==> src/rtl/serial_subtractor.sv <==
// -----------------------------------------------------------------------------
// serial_subtractor
//
// Bit-serial, multi-cycle subtractor: diff = data_A - data_B - borrow_in,
// modulo 2^WIDTH. One bit per clock, LSB first, through a single borrow
// flip-flop. A start/busy/done handshake connects it to the controller.
//
// Timing: start is accepted in IDLE on edge E0. SHIFT edges E1..E_WIDTH each
// process one bit. E_WIDTH loads the result and raises done for one cycle
// (the DONE state). The next edge returns to IDLE, so a held start gives one
// operation every WIDTH+2 cycles.
//
// Configuration macro:
//   SUB_OVF_EN  when defined, adds the signed-overflow output and the two
//               flops that keep the captured operand MSBs.
//
// Ports:
//   clk         in   1      rising-edge clock
//   rst         in   1      synchronous active-high reset
//   start       in   1      request; sampled only in IDLE
//   data_A      in   WIDTH  minuend, captured on accepted start
//   data_B      in   WIDTH  subtrahend, captured on accepted start
//   borrow_in   in   1      initial borrow, captured on accepted start
//   busy        out  1      high while state != IDLE
//   done        out  1      one-cycle result-valid pulse
//   diff        out  WIDTH  difference, held until the next completion/reset
//   borrow_out  out  1      final unsigned borrow (A < B + borrow_in)
//   overflow    out  1      signed overflow (SUB_OVF_EN only)
// -----------------------------------------------------------------------------
module serial_subtractor #(
  parameter int WIDTH = 8
) (
  input  logic             clk,
  input  logic             rst,
  input  logic             start,
  input  logic [WIDTH-1:0] data_A,
  input  logic [WIDTH-1:0] data_B,
  input  logic             borrow_in,
  output logic             busy,
  output logic             done,
  output logic [WIDTH-1:0] diff,
  output logic             borrow_out
`ifdef SUB_OVF_EN
  ,
  output logic             overflow
`endif
);

  localparam int             CW   = (WIDTH > 1) ? $clog2(WIDTH) : 1;
  localparam logic [CW-1:0]  LAST = CW'(WIDTH - 1);

  typedef enum logic [1:0] {
    S_IDLE  = 2'd0,
    S_SHIFT = 2'd1,
    S_DONE  = 2'd2
  } state_t;

  state_t           r_state;
  logic [CW-1:0]    r_cnt;
  logic [WIDTH-1:0] r_a_sh;
  logic [WIDTH-1:0] r_b_sh;
  logic             r_borrow;
  // Holds the WIDTH-1 result bits produced so far; the last bit is merged in
  // combinationally on the completion edge, so no spare bit is carried.
  logic [WIDTH-2:0] r_res;
  logic [WIDTH-1:0] r_diff;
  logic             r_borrow_out;
  logic             r_busy;
  logic             r_done;
`ifdef SUB_OVF_EN
  // Shift registers lose the MSBs long before completion, so keep them here.
  logic             r_a_msb;
  logic             r_b_msb;
  logic             r_overflow;
`endif

  // Current bit-slice: full subtractor on the LSBs of the shift registers.
  logic             w_a;
  logic             w_b;
  logic             w_d;
  logic             w_c_next;
  logic [WIDTH-1:0] w_full;
  logic             w_last;

  assign w_a      = r_a_sh[0];
  assign w_b      = r_b_sh[0];
  assign w_d      = w_a ^ w_b ^ r_borrow;
  assign w_c_next = (~w_a & w_b) | (~(w_a ^ w_b) & r_borrow);
  // New bit enters at the MSB; on the final edge this is the whole result.
  assign w_full   = {w_d, r_res};
  assign w_last   = (r_cnt == LAST);

  always_ff @(posedge clk) begin
    if (rst) begin
      // NOTE: the datapath registers are reset too, so an aborted operation
      // leaves no stale operand or partial result behind.
      r_state      <= S_IDLE;
      r_cnt        <= '0;
      r_a_sh       <= '0;
      r_b_sh       <= '0;
      r_borrow     <= 1'b0;
      r_res        <= '0;
      r_diff       <= '0;
      r_borrow_out <= 1'b0;
      r_busy       <= 1'b0;
      r_done       <= 1'b0;
`ifdef SUB_OVF_EN
      r_a_msb      <= 1'b0;
      r_b_msb      <= 1'b0;
      r_overflow   <= 1'b0;
`endif
    end else begin
      // NOTE: non-blocking assignments throughout: every right-hand side reads
      // the pre-edge value, which is what makes the shift chains work.
      case (r_state)
        S_IDLE: begin
          if (start) begin
            r_a_sh   <= data_A;
            r_b_sh   <= data_B;
            r_borrow <= borrow_in;
            r_cnt    <= '0;
            r_busy   <= 1'b1;
            r_state  <= S_SHIFT;
`ifdef SUB_OVF_EN
            r_a_msb  <= data_A[WIDTH-1];
            r_b_msb  <= data_B[WIDTH-1];
`endif
          end
        end

        S_SHIFT: begin
          r_res    <= w_full[WIDTH-1:1];
          r_a_sh   <= r_a_sh >> 1;
          r_b_sh   <= r_b_sh >> 1;
          r_borrow <= w_c_next;
          if (w_last) begin
            // Completion edge: publish result; counter never wraps.
            r_diff       <= w_full;
            r_borrow_out <= w_c_next;
            r_done       <= 1'b1;
            r_state      <= S_DONE;
`ifdef SUB_OVF_EN
            r_overflow   <= (r_a_msb ^ r_b_msb) & (r_a_msb ^ w_d);
`endif
          end else begin
            r_cnt <= r_cnt + CW'(1);
          end
        end

        S_DONE: begin
          r_done  <= 1'b0;
          r_busy  <= 1'b0;
          r_state <= S_IDLE;
        end

        default: begin
          r_done  <= 1'b0;
          r_busy  <= 1'b0;
          r_state <= S_IDLE;
        end
      endcase
    end
  end

  assign busy       = r_busy;
  assign done       = r_done;
  assign diff       = r_diff;
  assign borrow_out = r_borrow_out;
`ifdef SUB_OVF_EN
  assign overflow   = r_overflow;
`endif

endmodule

==> config.mk <==
export PLATFORM = sky130hd
export DESIGN_NAME = serial_subtractor
export DESIGN_NICKNAME = d
export VERILOG_FILES = /design/src/rtl/serial_subtractor.sv
export SDC_FILE = /design/constraint.sdc
export NUM_CORES = 1
export LEC_CHECK = 0
export BUFFER_PORTS_ARGS = -buffer_cell sky130_fd_sc_hd__buf_4
export CAP_MARGIN = 20
export CORE_ASPECT_RATIO = 0.5
export CORE_MARGIN = 4
export CORE_UTILIZATION = 28
export DETAILED_ROUTE_END_ITERATION = 10
export PLACE_DENSITY_LB_ADDON = 0.25
export SYNTH_ARGS = -nofsm -noshare
export SYNTH_HDL_FRONTEND = slang
export SYNTH_SLANG_ARGS = --single-unit
export TNS_END_PERCENT = 50
==> constraint.sdc <==
create_clock -name clk -period 1.58 [get_ports clk]
set_input_delay 0.474 -clock clk [delete_from_list [all_inputs] [get_ports clk]]
set_output_delay 0.474 -clock clk [all_outputs]
set_load 0.03 [all_outputs]
==> flow_summary.toml, run 1 <==
[logic_synthesis]
synth_cells = 181
ys_types = 28
avgSynthCellArea_sq_um = 9.94
synth-seq-cells = 40
synthTopCellsByArea = "dfxtp_1 45%, a211oi_2 11%, mux2i_1 8.3%"
syn_nets = 204
ys_warn_count = 0
syn_area_sq_um = 1800
yosys.area.top_type = "dfxtp_1"
yosysSeqAreaShare_pct = 44.5
synth_top_area_share_pct = 44.5

[finish]
final_cell_mix = "40 x dfxtp_1, 33 x nand2_1, 33 x buf_4, 18 x a21oi_1, 16 x a211oi_2"
mostFrequentLayoutCell = "dfxtp_1"
nets = 233
layout-drive-gt1-share_pct = 35.1
multiInputGateArea_sq_um = 880
regArea_sq_um = 801
diodes = 0
fillers = 634
area_growth_syn_to_layout_pct = 25.4

[die]
start_util_pct = 29.2
die_area_sq_um = 7850
core_sq_um = 6160
die_h_microns = 64.7
placementRows = 20
ios = 31
die_w_microns = 121

[place]
pre_cts_ws_ns = 0.117
portBuffers = 30
gp_congestion = 0.706
place_hpwl_mm = 2.44

[global_routing]
grt-ovfl-total = 0
grtUsageTotal_pct = 9.46
grt_pass1_vias = 1328
grt_max_degree = 31
grt_pass1_wl_mm = 5.94
antenna_found_initial = 0

[setup_path]
path_class = "flip-flop to flip-flop"
worst_r2r_path_depth = 3
start_kind = "flip-flop"
crit_arrival_ns = 1.57
r2r_setup_slack_ns = 0.21
cp-end-kind = "flip-flop"
rr_endpoint = "r_a_sh[1]"
critPathMaxFanout = 30
critical_path_required_ns = 1.78
critPathCapture = "r_a_sh[1]"
worstReg2RegStart = "r_state[0]"
critPathLaunch = "r_state[0]"

[routing]
dr_total_vias = 1285
drt-pass1-iter-count = 4
route.detailed.drc = 0
drt_iter0_markers = 68
wl_per_cell_microns = 11.3
wl_mm = 3.37
antenna_left = 0
viasPerCell = 4.30

[clock_tree]
cts_tree = "done"
clkTransAtPathRegs_ns = 0.06
cts_buffers = 5
insertion_delay_ns = 0.28
postCtsSetupBuffers = 0
cts_max_path_buffers = 2
htree_levels = 2
clock-root-buffer = "clkbuf_16"
cts.sinks = 40

[sta]
finalSetupViolCount = 0
timing.final.crit_share_pct = 86.9
worst_slack_ns = 0.207
fin_setup_tns_ns = 0
slew_headroom_pct = 65.9
fin_crit_ns = 1.37
rsz0062_at_grt = "no"
finalClockSkew_ns = 0.00337
timing.fmax_ghz = 0.728
tightest_slew_ns = 0.511
finalHoldViolations = 0
hold_ws_ns = 0.453
slew_violations = 0

[power]
ir_drop_mv = 0.575
total_power_uw = 2600
p_leak_uw = 0.000857
power.density_nw_per_um2 = 1150

[outcome]
outcome = "finished clean"

[job]
max-cap-violations = 0

[hold_path]
hp-class = "flip-flop to flip-flop"
## cell type report
type	count	share of cell area [%]
flip-flops and latches	40	35.5
well taps	88	4.88
inverters	4	0.666
repair buffers	34	11.9
clock buffers	7	6.77
clock inverters	1	1.33
multi-input cells	125	39.0
## power breakdown
| part | internal (uW) | switching, uW | total [uW] |
|---|---|---|---|
| logic | 141 | 151 | 292 |
| clock network | 831 | 385 | 1220 |
| registers | 1060 | 33.1 | 1090 |
| total | 2030 | 569 | 2600 |
## worst min-delay path by stage
stage | start | endpoint | slack, ns | cells after the start
floorplan | r_res[0] | diff[0] | 0.43 | 2
global placement | diff[5] | diff[5] | 0.45 | 2
detailed placement | r_res[0] | r_res[0] | 0.45 | 2
CTS | r_res[0] | r_res[0] | 0.46 | 2
global route | r_res[0] | r_res[0] | 0.48 | 2
finish | r_res[0] | r_res[0] | 0.45 | 2
## repair_timing
action	in CTS	in global routing
hold buffers	0	0
resized for setup	0	1
setup endpoints to repair	0	1
## synth_stat cells (all sizes together)
master and count:
dfxtp 40, nand2 33, nor2 19, a21oi 18
a211oi 16, mux2i 15, buf 12, inv 4
nand2b 4, o21ai 4, ha 2, nand4bb 2
nor2b 2, o21a 2, o21ba 2, and2b 1
and3b 1, fa 1, nand3b 1, nor4b 1
o31ai 1
## stage by stage
| stage | std cells | instance area [sq um] | utilization (%) |
|---|---|---|---|
| after detailed placement | 291 | 2070 | 33.7 |
| after floorplan | 181 | 1800 | - |
| after global routing | 299 | 2260 | 36.6 |
| after global placement | 291 | 2070 | 33.7 |
| after CTS | 299 | 2250 | 36.6 |
| final | 299 | 2260 | 36.6 |
## critical path: stages (launching register included)
cell      delay (ns)
dfxtp_1         0.46
o21ba_4         0.52
nor2_1          0.10
a211oi_2        0.21
## kinds of logic (layout without fill, tap and decap cells)
group                      count (synthesis)  count (layout)  synth area share (%)
DFF                                       40              40                  44.5
buffers and inverters                     16              46                  6.67
adders and majority gates                  3               3                  2.50
AOI/OAI and AO/OA                         43              43                  20.0
and+or+nand+nor                           64              64                  18.0
muxes                                     15              15                  8.34
## per-layer routing
metal / GRT usage (%) / share of wire, % / vias up
li1: - / - / 676
met1: 11.0 / 48 / 590
met2: 16.8 / 47 / 15
met3: 3.23 / 3.6 / 4
met4: 2.51 / 0.83 / 0
met5: 0 / 0 / -
## sequential cells by signal, summed over array words and instances, names as in the netlist, 2 cells and up
signal and cells:
diff 8, r_a_sh 8, r_cnt 3, r_res 7, r_state 2, r_b_sh 8
Note: power is estimated with default switching activity, not from simulation.
==> inputs of run 2 (changes only) <==
--- a/config.mk
+++ b/config.mk
@@ -5,6 +5,7 @@
 export SDC_FILE = /design/constraint.sdc
 export NUM_CORES = 1
 export LEC_CHECK = 0
+export ABC_AREA = 1
 export BUFFER_PORTS_ARGS = -buffer_cell sky130_fd_sc_hd__buf_4
 export CAP_MARGIN = 20
 export CORE_ASPECT_RATIO = 0.5
==> flow_summary.toml, run 2 <==
[routing]
wl_mm = 3.82
drt-pass1-iter-count = 4
antenna_left = 0
viasPerCell = 4.40
route.detailed.drc = 0
wl_per_cell_microns = 11.4
dr_total_vias = 1478
drt_iter0_markers = 46

[global_routing]
antenna_found_initial = 0
grt_pass1_vias = 1441
grt_pass1_wl_mm = 6.44
grtUsageTotal_pct = 10.7
grt_max_degree = 19
grt-ovfl-total = 0

[sta]
fin_setup_tns_ns = 0
fin_crit_ns = 1.41
finalSetupViolCount = 0
finalClockSkew_ns = 0.00215
rsz0062_at_grt = "no"
timing.fmax_ghz = 0.709
tightest_slew_ns = 0.297
timing.final.crit_share_pct = 89.2
slew_headroom_pct = 80.1
finalHoldViolations = 0
slew_violations = 0

[power]
p_sw_share_pct = 23.3
p_leak_uw = 0.00102
ir_drop_mv = 0.526
combPwrFrac_pct = 11.2
power.density_nw_per_um2 = 1110
sequentialPowerShare_pct = 46.5
internal_power_uw = 1810
p_sw_uw = 550
clkPwrFrac_pct = 42.2

[finish]
layout-drive-gt1-share_pct = 19.4
mostFrequentLayoutCell = "nand2_1"
nets = 285
area_growth_syn_to_layout_pct = 26.5
final_cell_mix = "54 x nand2_1, 53 x nor2_1, 40 x dfxtp_1, 36 x buf_4, 30 x o21ai_0"
design_area_sq_um = 2130
diodes = 0

[logic_synthesis]
synth_edf_count = 0
async_flop_share_pct = 0
yosysSeqAreaShare_pct = 47.4
avgSynthCellArea_sq_um = 7.44
synth-seq-cells = 40
yosys-top-cells-count = "54 x nand2_1, 53 x nor2_1, 40 x dfxtp_1"
syn_area_sq_um = 1690
syn_nets = 250
synthTopCellsByArea = "dfxtp_1 47%, nand2_1 12%, nor2_1 12%"
yosys.area.top_type = "dfxtp_1"
synth_cells = 227
ys_warn_count = 0
ys_types = 23
dominantRegCellSynth = "dfxtp_1"
synth_top_area_share_pct = 47.4
yosysMostFrequentCell = "nand2_1"

[setup_path]
worstReg2RegStart = "r_cnt[0]"
r2r_setup_slack_ns = 0.17
start_kind = "flip-flop"
worst_r2r_path_depth = 6
crit_arrival_ns = 1.61
critPathCapture = "borrow_out"
critPathMaxFanout = 6
path_class = "flip-flop to flip-flop"
critical_path_required_ns = 1.78
cp-end-kind = "flip-flop"
critPathLaunch = "r_cnt[0]"
rr_endpoint = "borrow_out"

[clock_tree]
clock-root-buffer = "clkbuf_16"
cts-resized-gates = 0
htree_levels = 2
cts.sinks = 40
insertion_delay_ns = 0.28
clkTransAtPathRegs_ns = 0.06
cts_tree = "done"
postCtsSetupBuffers = 0
cts_max_path_buffers = 2
cts_buffers = 5
cts_hold_buf = 0

[die]
die_area_sq_um = 7410
start_util_pct = 29.8
die_w_microns = 118
ios = 31
die_h_microns = 62.9
placementRows = 19
core_sq_um = 5660

[place]
placed_cell_area_sq_um = 1990
gp_congestion = 0.766
portBuffers = 30
place_hpwl_mm = 2.71

[job]
max-cap-violations = 0

[outcome]
outcome = "finished clean"

[hold_path]
hp-class = "input pin to flip-flop"
run 2: critical path: stages (launching register included):
cell and delay, ns:
dfxtp_1 0.35, ha_1 0.17, ha_1 0.23, inv_1 0.14, nor2_8 0.15, nand2_1 0.13
o21ai_0 0.17
run 2: metal layers:
layer / up-vias / global-route usage [%] / share of wire (%)
met1: 664 / 13.0 / 51
met4: 0 / 3.07 / 0.39
met5: - / 0 / 0
met3: 2 / 3.71 / 4.2
li1: 792 / - / -
met2: 20 / 17.9 / 44
run 2: how the worst min path moves through the flow:
stage,startpoint,to,slack (ns),cells after the start
6_report,rst,r_cnt[2],0.41,2
5_1_grt,rst,r_cnt[2],0.41,2
4_1_cts,rst,r_cnt[2],0.41,2
3_5_place_dp,r_res[1],r_res[1],0.46,2
3_3_place_gp,r_res[1],r_res[1],0.46,2
2_1_floorplan,r_res[1],r_res[1],0.44,2
run 2: cell families (layout without fill, tap and decap cells):
kind of cell	after synthesis	in the layout	share of synthesized area [%]
flip-flops	40	40	47.4
AO/OA/AOI/OAI	42	42	12.7
adder cells (fa/ha/maj)	3	3	2.67
buffers and inverters	21	57	7.49
AND/OR/NAND/NOR	121	121	29.7
run 2: final cells by class:
class | count | area, sq um
Timing Repair Buffer | 37 | 290
Inverter | 12 | 45.0
Clock buffer | 8 | 146
Tap cell | 73 | 91.3
Fill cell | 609 | 3520
Sequential cell | 40 | 801
Multi-Input combinational cell | 166 | 761
run 2: metrics by stage:
| step | hold WS (ns) | util (%) | total power, uW | worst slack, ns | std cells |
|---|---|---|---|---|---|
| after floorplan | 0.435 | - | 1300 | 0.340 | 227 |
| after CTS | 0.405 | 37.7 | 2390 | 0.137 | 336 |
| after global routing | 0.415 | 37.7 | 2480 | 0.0135 | 336 |
| final | 0.411 | 37.7 | 2360 | 0.170 | 336 |
| after detailed placement | 0.456 | 35.1 | 1390 | 0.155 | 328 |
| after global placement | 0.456 | 35.1 | 1380 | 0.262 | 328 |
run 2: power groups by stage:
stage,Combinational (uW),Sequential (uW),Clock [uW]
after floorplan,184,1120,0
after global placement,265,1120,0
after detailed placement,268,1120,0
after CTS,269,1100,1020
after global routing,306,1100,1070
final,265,1100,998
==> inputs of run 3 (changes only) <==
==> constraint.sdc (replaced) <==
create_clock -name clk -period 1.4 [get_ports clk]
set_input_delay 0.42 -clock clk [delete_from_list [all_inputs] [get_ports clk]]
set_output_delay 0.42 -clock clk [all_outputs]
set_load 0.03 [all_outputs]
==> flow_summary.toml, run 3 (synthesized netlist as in run 2, its figures left out) <==
[power]
power.density_nw_per_um2 = 1290
p_leak_uw = 0.00104
p_sw_uw = 625
p_sw_share_pct = 22.3
combPwrFrac_pct = 10.8
sequentialPowerShare_pct = 44.3
internal_power_uw = 2180
clkPwrFrac_pct = 44.9
total_power_uw = 2800
ir_drop_mv = 0.539

[die]
start_util_pct = 29.8
die_w_microns = 118
die_area_sq_um = 7410
die_h_microns = 62.9
placementRows = 19
ios = 31
core_sq_um = 5660

[global_routing]
antenna_found_initial = 0
grt-ovfl-total = 0
grtUsageTotal_pct = 10.7
grt_pass1_vias = 1464
grt_max_degree = 19
grt_pass1_wl_mm = 6.54

[finish]
final_cell_mix = "53 x nand2_1, 53 x nor2_1, 40 x dfxtp_1, 37 x buf_4, 27 x o21ai_0"
layout-drive-gt1-share_pct = 20.8
final_util_pct = 38.3
nets = 286
diodes = 0
area_growth_syn_to_layout_pct = 28.5

[place]
pre_cts_ws_ns = -0.0116
place_hpwl_mm = 2.71
gp_congestion = 0.746
portBuffers = 30

[sta]
slew_violations = 0
timing.fmax_ghz = 0.765
tightest_slew_ns = 0.232
finalSetupViolCount = 0
slew_headroom_pct = 84.5
rsz0062_at_grt = "no"
worst_slack_ns = 0.0935
timing.final.crit_share_pct = 93.3
finalClockSkew_ns = 0.00401
hold_ws_ns = 0.357
finalHoldViolations = 0
fin_crit_ns = 1.31
fin_setup_tns_ns = 0

[setup_path]
critPathMaxFanout = 6
critical_path_required_ns = 1.61
crit_arrival_ns = 1.51
cp-end-kind = "flip-flop"
start_kind = "flip-flop"
path_class = "flip-flop to flip-flop"
worstReg2RegStart = "r_cnt[0]"
critPathLaunch = "r_cnt[0]"

[clock_tree]
cts.sinks = 40
cts_buffers = 5
insertion_delay_ns = 0.28
cts_hold_buf = 0
htree_levels = 2
clock-root-buffer = "clkbuf_16"
cts_max_path_buffers = 2
cts_tree = "done"
clkTransAtPathRegs_ns = 0.06

[routing]
dr_total_vias = 1474
viasPerCell = 4.37
route.detailed.drc = 0
drt_iter0_markers = 97
wl_per_cell_microns = 11.1
drt-pass1-iter-count = 4
antenna_left = 0
wl_mm = 3.73

[job]
max-cap-violations = 0

[hold_path]
hp-class = "input pin to flip-flop"
hold_start = "rst"

[outcome]
outcome = "finished clean"
[run 3: cell types whose count changed in the layout (fill, tap and decap cells not counted), sizes merged]
cell    change
buf         +1
clkbuf      -2
clkinv      +1
bufinv      +1
[run 3: path summary, 6_finish.rpt]
kind	to	slack [ns]	depth (start not counted)
setup / recovery	borrow_out	0.09	6
hold / removal	r_cnt[1]	0.36	2
setup reg to reg	borrow_out	0.09	6
hold reg to reg	r_res[5]	0.47	2
[run 3: layout make-up]
class	instances	area, sq um
Fill cell	628	3490
Sequential cell	40	801
Multi-Input combinational cell	166	771
Timing Repair Buffer	38	298
Clock buffer	6	129
Tap cell	73	91.3
Inverter	12	45.0
Clock inverter	2	35.0
[run 3: critical path, stage by stage, from the launching register on]
cell and delay, ns:
dfxtp_1 0.36, ha_1 0.16, ha_2 0.21, inv_1 0.11
nor2_8 0.15, nand2_2 0.10, o21ai_0 0.14
[run 3: per-stage QoR]
stage	instance area, sq um	cells
floorplan	1690	227
global placement	2000	329
detailed placement	2000	329
CTS	2160	337
global route	2170	337
finish	2170	337
[run 3: power by group through the flow]
stage / registers [uW] / logic [uW] / clock network (uW)
finish: 1240 / 303 / 1260
global route: 1250 / 355 / 1360
CTS: 1240 / 305 / 1290
detailed placement: 1260 / 304 / 0
global placement: 1260 / 301 / 0
floorplan: 1260 / 208 / 0
[run 3: layer usage]
layer  up-vias  wire, microns  track usage, %  part of all wire, %
li1        792              -               -                    -
met1       666           1870            13.8                   50
met2        16           1740            17.2                   47
met3         0            123            3.53                  3.3
met4         0              0            2.92                    0
met5         -              0               0                    0
[run 3: timing repair]
action,CTS,global route
setup endpoints to repair,2,6
resized for setup,1,5
cloned,0,0
buffers inserted,0,0
